File: config.mk
export PLATFORM = sky130hd
export DESIGN_NAME = ccd_fifo_rd_arbiter
export DESIGN_NICKNAME = d
export VERILOG_FILES = /design/src/rtl/ccd_fifo_rd_pkg.sv /design/src/rtl/ccd_rr_pick.sv /design/src/rtl/ccd_fifo_rd_arbiter.sv
export SDC_FILE = /design/constraint.sdc
export NUM_CORES = 1
export LEC_CHECK = 0
export BUFFER_PORTS_ARGS = -buffer_cell sky130_fd_sc_hd__clkbuf_2
export CAP_MARGIN = 20
export CORE_ASPECT_RATIO = 2
export CORE_MARGIN = 2
export CORE_UTILIZATION = 51
export DETAILED_ROUTE_END_ITERATION = 10
export MAX_ROUTING_LAYER = met4
export PLACE_DENSITY_LB_ADDON = 0.05
export SYNTH_ARGS = -nofsm -noshare
export SYNTH_HDL_FRONTEND = slang
export SYNTH_HIERARCHICAL = 1
export SYNTH_SLANG_ARGS = --single-unit
File: constraint.sdc
create_clock -name rd_clk -period 1.9 [get_ports rd_clk]
set_clock_uncertainty 0.1 [all_clocks]
set_input_delay 0.38 -clock rd_clk [delete_from_list [all_inputs] [get_ports rd_clk]]
set_output_delay 0.38 -clock rd_clk [all_outputs]
set_load 0.05 [all_outputs]
File: src/rtl/ccd_fifo_rd_pkg.sv
// Shared types and helpers for the FIFO read-port arbiter family.
// State constants stay plain 2-bit localparams so older netlists can compare encodings directly.
package ccd_fifo_rd_pkg;

   typedef logic [1:0] state_t;

   localparam state_t ST_IDLE  = 2'd0;
   localparam state_t ST_BURST = 2'd1;
   localparam state_t ST_DRAIN = 2'd2;

   localparam int DEF_NUM_REQ   = 4;
   localparam int DEF_BURST_LEN = 8;
   localparam int CNT_W         = $clog2(DEF_BURST_LEN + 1);
   localparam int PTR_W         = $clog2(DEF_NUM_REQ);
   localparam int MAX_REQ       = 32;

   // Callers size-cast the result down to their own requester count.
   function automatic logic [MAX_REQ-1:0] onehot(input logic [31:0] idx);
      return MAX_REQ'(1) << idx;
   endfunction

endpackage

File: src/rtl/ccd_rr_pick.sv
// Combinational round-robin picker: first set request at or after ptr, wrapping at N-1.
// N need not be a power of two; ptr is assumed to be below N.
module ccd_rr_pick #(
   parameter int N  = 4,
   parameter int PW = $clog2(N)
) (
   input  logic [N-1:0]  req,
   input  logic [PW-1:0] ptr,
   output logic [PW-1:0] idx,
   output logic          valid
);

   int j;

   // Scan from the far end back toward ptr so the closest candidate is written last.
   always_comb begin
      idx   = '0;
      valid = 1'b0;
      j     = 0;
      for (int i = N - 1; i >= 0; i--) begin
         j = int'(ptr) + i;
         if (j >= N) j = j - N;
         if (req[j]) begin
            idx   = PW'(j);
            valid = 1'b1;
         end
      end
   end

endmodule

File: src/rtl/ccd_fifo_rd_arbiter.sv
// Shares one async-FIFO read port among NUM_REQ consumers, round-robin, in bursts of up to BURST_LEN pops.
// Popped words come back one cycle later on out_data, tagged by a one-hot out_valid.
module ccd_fifo_rd_arbiter
   import ccd_fifo_rd_pkg::*;
#(
   parameter int DATA_WIDTH = 16,
   parameter int NUM_REQ    = 4,
   parameter int BURST_LEN  = 8
) (
   input  logic                  rd_clk,
   input  logic                  rd_rstn,
   input  logic [NUM_REQ-1:0]    req,
   input  logic                  empty,
   input  logic [DATA_WIDTH-1:0] rd_data,
   output logic                  rd_en,
   output logic [NUM_REQ-1:0]    gnt,
   output logic [DATA_WIDTH-1:0] out_data,
   output logic [NUM_REQ-1:0]    out_valid,
   output logic                  busy,
   output logic [1:0]            fsm_state
);

   localparam int CNT_BITS = $clog2(BURST_LEN + 1);
   localparam int PTR_BITS = $clog2(NUM_REQ);

   state_t              state;
   logic [PTR_BITS-1:0] owner;
   logic [PTR_BITS-1:0] ptr;
   logic [PTR_BITS-1:0] tag;
   logic [PTR_BITS-1:0] pick_idx;
   logic                pick_valid;
   logic [CNT_BITS-1:0] cnt;
   logic                pend;
   logic                pop;

   ccd_rr_pick #(
      .N  (NUM_REQ),
      .PW (PTR_BITS)
   ) u_pick (
      .req   (req),
      .ptr   (ptr),
      .idx   (pick_idx),
      .valid (pick_valid)
   );

   // A pop only happens while the owner still asks and the FIFO has data.
   assign pop       = (state == ST_BURST) && req[owner] && !empty;
   assign rd_en     = pop;
   assign busy      = (state == ST_BURST) || (state == ST_DRAIN);
   assign fsm_state = state;

   always_ff @(posedge rd_clk or negedge rd_rstn) begin
      if (!rd_rstn) begin
         state <= ST_IDLE;
         gnt   <= '0;
         owner <= '0;
         ptr   <= '0;
         cnt   <= '0;
      end else begin
         case (state)
            ST_IDLE: begin
               if (pick_valid) begin
                  owner <= pick_idx;
                  gnt   <= NUM_REQ'(onehot(32'(pick_idx)));
                  cnt   <= '0;
                  state <= ST_BURST;
               end
            end
            ST_BURST: begin
               if (!req[owner]) begin
                  state <= ST_DRAIN;
               end else if (pop) begin
                  cnt <= cnt + CNT_BITS'(1);
                  if (cnt == CNT_BITS'(BURST_LEN - 1)) state <= ST_DRAIN;
               end
            end
            ST_DRAIN: begin
               // Pointer moves past the owner only once its turn is over, however it ended.
               gnt   <= '0;
               ptr   <= (owner == PTR_BITS'(NUM_REQ - 1)) ? '0 : owner + PTR_BITS'(1);
               state <= ST_IDLE;
            end
            default: begin
               gnt   <= '0;
               state <= ST_IDLE;
            end
         endcase
      end
   end

   // Return pipe: the FIFO presents the word the cycle after the pop; register it with its owner tag.
   always_ff @(posedge rd_clk or negedge rd_rstn) begin
      if (!rd_rstn) begin
         pend      <= 1'b0;
         tag       <= '0;
         out_data  <= '0;
         out_valid <= '0;
      end else begin
         pend <= pop;
         if (pop) tag <= owner;
         if (pend) begin
            out_data  <= rd_data;
            out_valid <= NUM_REQ'(onehot(32'(tag)));
         end else begin
            out_valid <= '0;
         end
      end
   end

endmodule

== After elaboration in Yosys (flattened, before gate mapping) ==
Cells that the tools add are included.

* Add/sub/neg operators: 9
* Multiply operators: 0
* Divide/modulo/power cells: 0
* Magnitude comparators: 9
* Equal/unequal tests: 9
* Shift operators: 2
* Muxes and demuxes: 39
* Bitwise logic cells: 1
* Reduce and logical (&&, ||, !) cells: 10

{| class="wikitable"
|+ Operators with widths
! operator !! number
|-
| 32-bit by 4-bit < comparator with 1-bit output, second input constant || 4
|-
| 32-bit 2-to-1 mux || 4
|-
| 32-bit by 4-bit greater-or-equal comparator with 1-bit output, second input constant || 3
|-
| 32-bit by 4-bit subtractor with 32-bit output, second input constant || 3
|-
| 4-bit 2-to-1 mux || 5
|-
| 2-bit 2-to-1 mux || 9
|-
| 4-bit one-hot mux with 2 select lines || 2
|-
| 1-bit 2-to-1 mux || 13
|-
| 1-bit binary-select mux with 2-bit select || 5
|-
| 1-bit by 2-bit << shifter with 4-bit output, first input constant || 2
|-
| 2-bit by 2-bit adder with 3-bit output, second input constant || 2
|-
| 4-bit by 1-bit adder with 4-bit output, second input constant || 1
|-
| 2-bit equality test, second input constant || 2
|-
| 4-bit by 3-bit equality test with 1-bit output, second input constant || 1
|-
| 2-bit != test, second input constant || 2
|-
| 2-bit one-hot mux with 2 select lines || 1
|-
| 2-bit AND reduction || 2
|-
| 4-bit AND reduction || 1
|-
| 2-bit by 3-bit subtractor with 4-bit output, second input constant || 1
|-
| 2-bit by 1-bit adder with 3-bit output, second input constant || 1
|-
| 2-bit by 3-bit greater-or-equal comparator with 1-bit output, second input constant || 1
|-
| 2-bit by 3-bit < comparator with 1-bit output, second input constant || 1
|-
| 3-bit by 2-bit != test with 1-bit output, second input constant || 1
|-
| 3-bit != test, second input constant || 1
|-
| other kinds (10) || 11
|}

* Register bits after elaboration: 37
* Latch bits: 0
* RAM bits: 0
* ROM bits: 0
* Memories kept: 0

== Logic depth before layout (Yosys ltp) ==
* Depth in word-level cells: 13
* Mapped depth: 7
* Gate-level depth less buffers: 7

== Hierarchy ==
Netlist, hierarchy kept.

{| class="wikitable"
|+ Modules (own cells, without submodules)
! module !! instances !! cells an instance !! area each (sq um) !! seq. area each (sq um)
|-
| ccd_fifo_rd_arbiter || 1 || 137 || 1,694.1 || 925.9
|-
| ccd_rr_pick || 1 || 13 || 77.6 || 0.0
|}

== Worst setup path before layout ==
No wires, ideal clock.

* Kind: flip-flop to flip-flop
* Start point: reg state[0] (netlist: fsm_state[0])
* End point: reg state[0] (netlist: fsm_state[0])
* Setup time: 0.125 ns
* Data arrival time: 1.911 ns
* Required time: 1.675 ns
* Slack: -0.235 ns
* Cell stages (with the launch flop): 7
* Buffers on the path: 1
* Cell sequence: dfrtp_1 > inv_1 > ha_1 > clkbuf_1 > nor2b_1 > a31oi_1 > mux2_2

* Word-level cells in the longest chain between the ends: 5

{| class="wikitable"
|+ RTL lines
! what !! RTL line !! text
|-
| start, declared || ccd_fifo_rd_arbiter.sv:26 || <nowiki>state_t state;</nowiki>
|-
| start signal, assigned || ccd_fifo_rd_arbiter.sv:54 || <nowiki>state <= ST_IDLE;</nowiki>
|-
| start signal, assigned || ccd_fifo_rd_arbiter.sv:66 || <nowiki>state <= ST_BURST;</nowiki>
|-
| start signal, assigned || ccd_fifo_rd_arbiter.sv:71 || <nowiki>state <= ST_DRAIN;</nowiki>
|-
| 2-bit by 1-bit equality test with 1-bit output || ccd_fifo_rd_arbiter.sv:47, ccd_fifo_rd_arbiter.sv:60 ||
|-
| 1-bit logical AND (2 in series) || ccd_fifo_rd_arbiter.sv:47 || <nowiki>assign pop = (state == ST_BURST) && req[owner] && !empty;</nowiki>
|-
| 3-bit != test (no line) || - ||
|-
| 3-bit AND reduction (no line) || - ||
|}

Several ways; a longest one is shown, not always the timed one.
A chain may end at the register's enable or synchronous reset.

== Final worst setup path ==
* Start point: reg owner[0]
* End point: out rd_en

* Word-level cells in the longest chain between the ends: 4

{| class="wikitable"
|+ RTL lines
! what !! RTL line !! text
|-
| start, declared || ccd_fifo_rd_arbiter.sv:27 || <nowiki>logic [PTR_BITS-1:0] owner;</nowiki>
|-
| start signal, assigned || ccd_fifo_rd_arbiter.sv:63 || <nowiki>owner <= pick_idx;</nowiki>
|-
| 1-bit binary-select mux with 2-bit select || ccd_fifo_rd_arbiter.sv:47 ||
|-
| 1-bit 2-to-1 mux (implied by the code) || ccd_fifo_rd_arbiter.sv:47 ||
|-
| 1-bit logical AND (2 in series) || ccd_fifo_rd_arbiter.sv:47 ||
|-
| end, declared || ccd_fifo_rd_arbiter.sv:15 || <nowiki>output logic rd_en,</nowiki>
|}

Every way passes these cells. The select of a mux whose other input is x is not followed.

==> impl_metrics.py <==
metrics = {
    "clock_network": {
        "cts-root-buf": "clkbuf_8",
        "cts.clk_slew.worst_paths_ps": 70,
        "cts_buffers": 5,
        "tritoncts": "built",
        "ctsLongestPathBuffers": 2,
        "clk_latency_ps": 290,
        "cts_max_level": 2,
        "cts_num_sinks": 37,
        "cts_hold_buffers": 0,
    },
    "floorplanning": {
        "die_x_um": 45.7,
        "coreArea_um2": 3340,
        "die_y_um": 87.4,
        "ios": 51,
        "die_area_um2": 3990,
        "start_util_pct": 53.0,
        "std_cell_rows": 30,
    },
    "logic_synthesis": {
        "synthAdderAreaFrac_pct": 4.94,
        "yosys-top-cells-count": "dfrtp_1 (37), mux2_2 (21), nand2_1 (15), nor2_1 (10)",
        "synthDistinctLibCells": 32,
        "synth_top_area_share_pct": 52.3,
        "synth_seq_cells": 37,
        "postSynthAreaPerCell_um2": 11.8,
        "synth_top_family_by_area": "multiplexers",
        "async_flop_share_pct": 100,
        "synth-xor-area-share_pct": 0,
        "synthCells": 150,
        "yosysSeqAreaShare_pct": 52.3,
        "yosysMostFrequentCell": "dfrtp_1",
        "syn_nets": 180,
        "synth-simple-area-share_pct": 15.2,
        "yosys-mux-area-fraction_pct": 16.9,
        "yosysWarnings": 6,
        "synth_top_area_cell": "dfrtp_1",
        "syn_area_um2": 1770,
        "synth_top_cells_by_area": "dfrtp_1 (52%), mux2_2 (13%), ha_1 (4.9%)",
        "synthFlopType": "dfrtp_1",
        "synth_edf_count": 0,
        "synth_compound_area_share_pct": 6.78,
    },
    "setup_path": {
        "worstPathRequired_ps": 1420,
        "ff2ff_setup_slack_ps": 140,
        "cp_cell_sequence": "mux4_2 -> nor2b_4 -> nand2_4 -> inv_4 -> buf_8",
        "crit_family": "multiplexers",
        "criticalPathCategory": "reg -> out",
        "cp-end-kind": "output pin",
        "startpoint_type": "flip-flop",
        "arrival_ps": 1590,
        "r2r_end": "fsm_state[1]",
        "critPathMaxStageDelay_ps": 520,
        "worst-path-buf-inv": 2,
        "cp_slowest_cell": "mux4_2",
        "rr_startpoint": "owner[0]",
        "reg2reg_depth": 3,
        "crit_fanout": 2,
    },
    "sta": {
        "post-route-period-util_pct": 109,
        "worstMarginPinSlew_ps": 681,
        "tns_ps": -169,
        "setup_viol": 1,
        "layout_setup_ws_ps": -169,
        "fmax_mhz": 483,
        "maxSlewHeadroom_pct": 54.6,
        "rsz0062_at_grt": "true",
        "final_hold_viol_count": 0,
        "period_needed_ps": 2070,
        "slew_viol_final": 0,
    },
    "global_routing": {
        "grt-ovfl-total": 0,
        "antenna_found_initial": 0,
        "grt_max_degree": 28,
        "grt_pass1_wl_um": 5840,
        "first_global_vias": 1350,
        "track_usage_pct": 21.2,
    },
    "min_path": {
        "hold_class": "in -> async",
    },
    "detailed_routing": {
        "drc": 0,
        "wirelength_um": 3640,
        "ant_nets": 0,
        "vias": 1376,
        "drt_iter0_markers": 18,
        "viasPerCell": 5.55,
        "dr.pass1.iters": 4,
        "wl_per_cell_um": 14.7,
    },
    "final_layout": {
        "fill_cells": 287,
        "syn_to_final_growth_pct": 25.8,
        "drive_above_1_share_pct": 48.1,
        "diodes": 0,
        "fin_nets": 245,
    },
    "status": {
        "status": "finished with violations",
        "violations": "negative setup slack",
    },
    "placed_design": {
        "port_buffers": 50,
        "gp_congestion": 0.861,
        "place_ws_ps": -27.4,
        "place_hpwl_um": 2790,
    },
    "pwr": {
        "ir_drop_uv": 1270,
        "powerDensity_nw_per_um2": 1880,
        "leakage_nw": 1.13,
    },
    "job": {
        "maxCapViolCount": 0,
    },
}
## metal layers
metal,track usage [%],share of wire (%),vias to the layer above
li1,-,-,651
met1,19.0,35,659
met2,37.3,57,53
met3,3.94,4.3,13
met4,14.4,3.8,0
met5,-,0,-
## how the worst max path moves through the flow
| stage | depth (start not counted) | from | to |
|---|---|---|---|
| global route | 5 | owner[0] | rd_en |
| detailed placement | 6 | req[3] | rd_en |
| floorplan | 5 | owner[0] | rd_en |
| global placement | 6 | req[3] | rd_en |
| CTS | 5 | owner[0] | rd_en |
| finish | 5 | owner[0] | rd_en |
## report_power, final
| part | switching (mW) | internal (mW) |
|---|---|---|
| logic | 1.50 | 0.769 |
| clock network | 0.276 | 0.254 |
| registers | 0.266 | 1.12 |
| total | 2.04 | 2.14 |
## registers in the layout, summed over array words and instances, names as in the netlist
name and cells:
cnt 4, fsm_state 2, gnt 4, out_data 16, out_valid 4, owner 2, pend 1, ptr 2
tag 2
## kinds of logic after synthesis
group	Yosys count
AO/OA/AOI/OAI	18
adder cells (fa/ha/maj)	7
buffers and inverters	14
flip-flops	37
multiplexers	25
AND/OR/NAND/NOR	49
## placed cells by master (no fill, tap or decap), types with 2 or more instances in the layout
master / Yosys / routed
nand2b_1: 3 / 3
o211ai_1: 2 / 2
buf_4: 0 / 15
nand4_1: 4 / 4
dfrtp_1: 37 / 35
nand2_1: 15 / 15
o21ai_0: 5 / 5
nor2_1: 10 / 10
a21oi_1: 3 / 3
mux2_4: 2 / 2
o22ai_1: 2 / 2
nor2b_1: 3 / 3
inv_2: 0 / 2
nand3b_1: 2 / 2
clkinv_2: 0 / 2
ha_1: 7 / 7
a22o_1: 3 / 3
dfrtp_2: 0 / 2
mux2_2: 21 / 21
clkbuf_2: 0 / 49
inv_1: 7 / 4
clkbuf_8: 1 / 5
nand4b_1: 2 / 2
and3_1: 2 / 2
nor3b_1: 3 / 3
## metrics by stage
| step | instances | total power, mW | cell area (um2) | utilization, % | hold slack, ps |
|---|---|---|---|---|---|
| after floorplan | 150 | 3.11 | 1780 | - | -15.6 |
| after global placement | 239 | 3.59 | 2130 | 63.6 | 327 |
| after detailed placement | 239 | 3.67 | 2130 | 63.6 | 350 |
| after CTS | 247 | 4.22 | 2220 | 66.4 | 23.3 |
| after global routing | 248 | 4.46 | 2230 | 66.7 | 57.3 |
| final | 248 | 4.18 | 2230 | 66.7 | 18.4 |
## what timing repair did
item / in CTS / in global routing
setup endpoints to repair: 1 / 1
gates resized for setup: 3 / 2
setup buffers: 0 / 1
## layout make-up
class	count	area [um2]	share of cell area, %
repair buffers	65	373	16.7
multi-input cells	99	776	34.8
well taps	32	40.0	1.80
clock inverters	2	10.0	0.449
inverters	7	28.8	1.29
clock buffers	6	72.6	3.26
flip-flops and latches	37	928	41.7
Note: power is estimated with default switching activity, not from simulation.
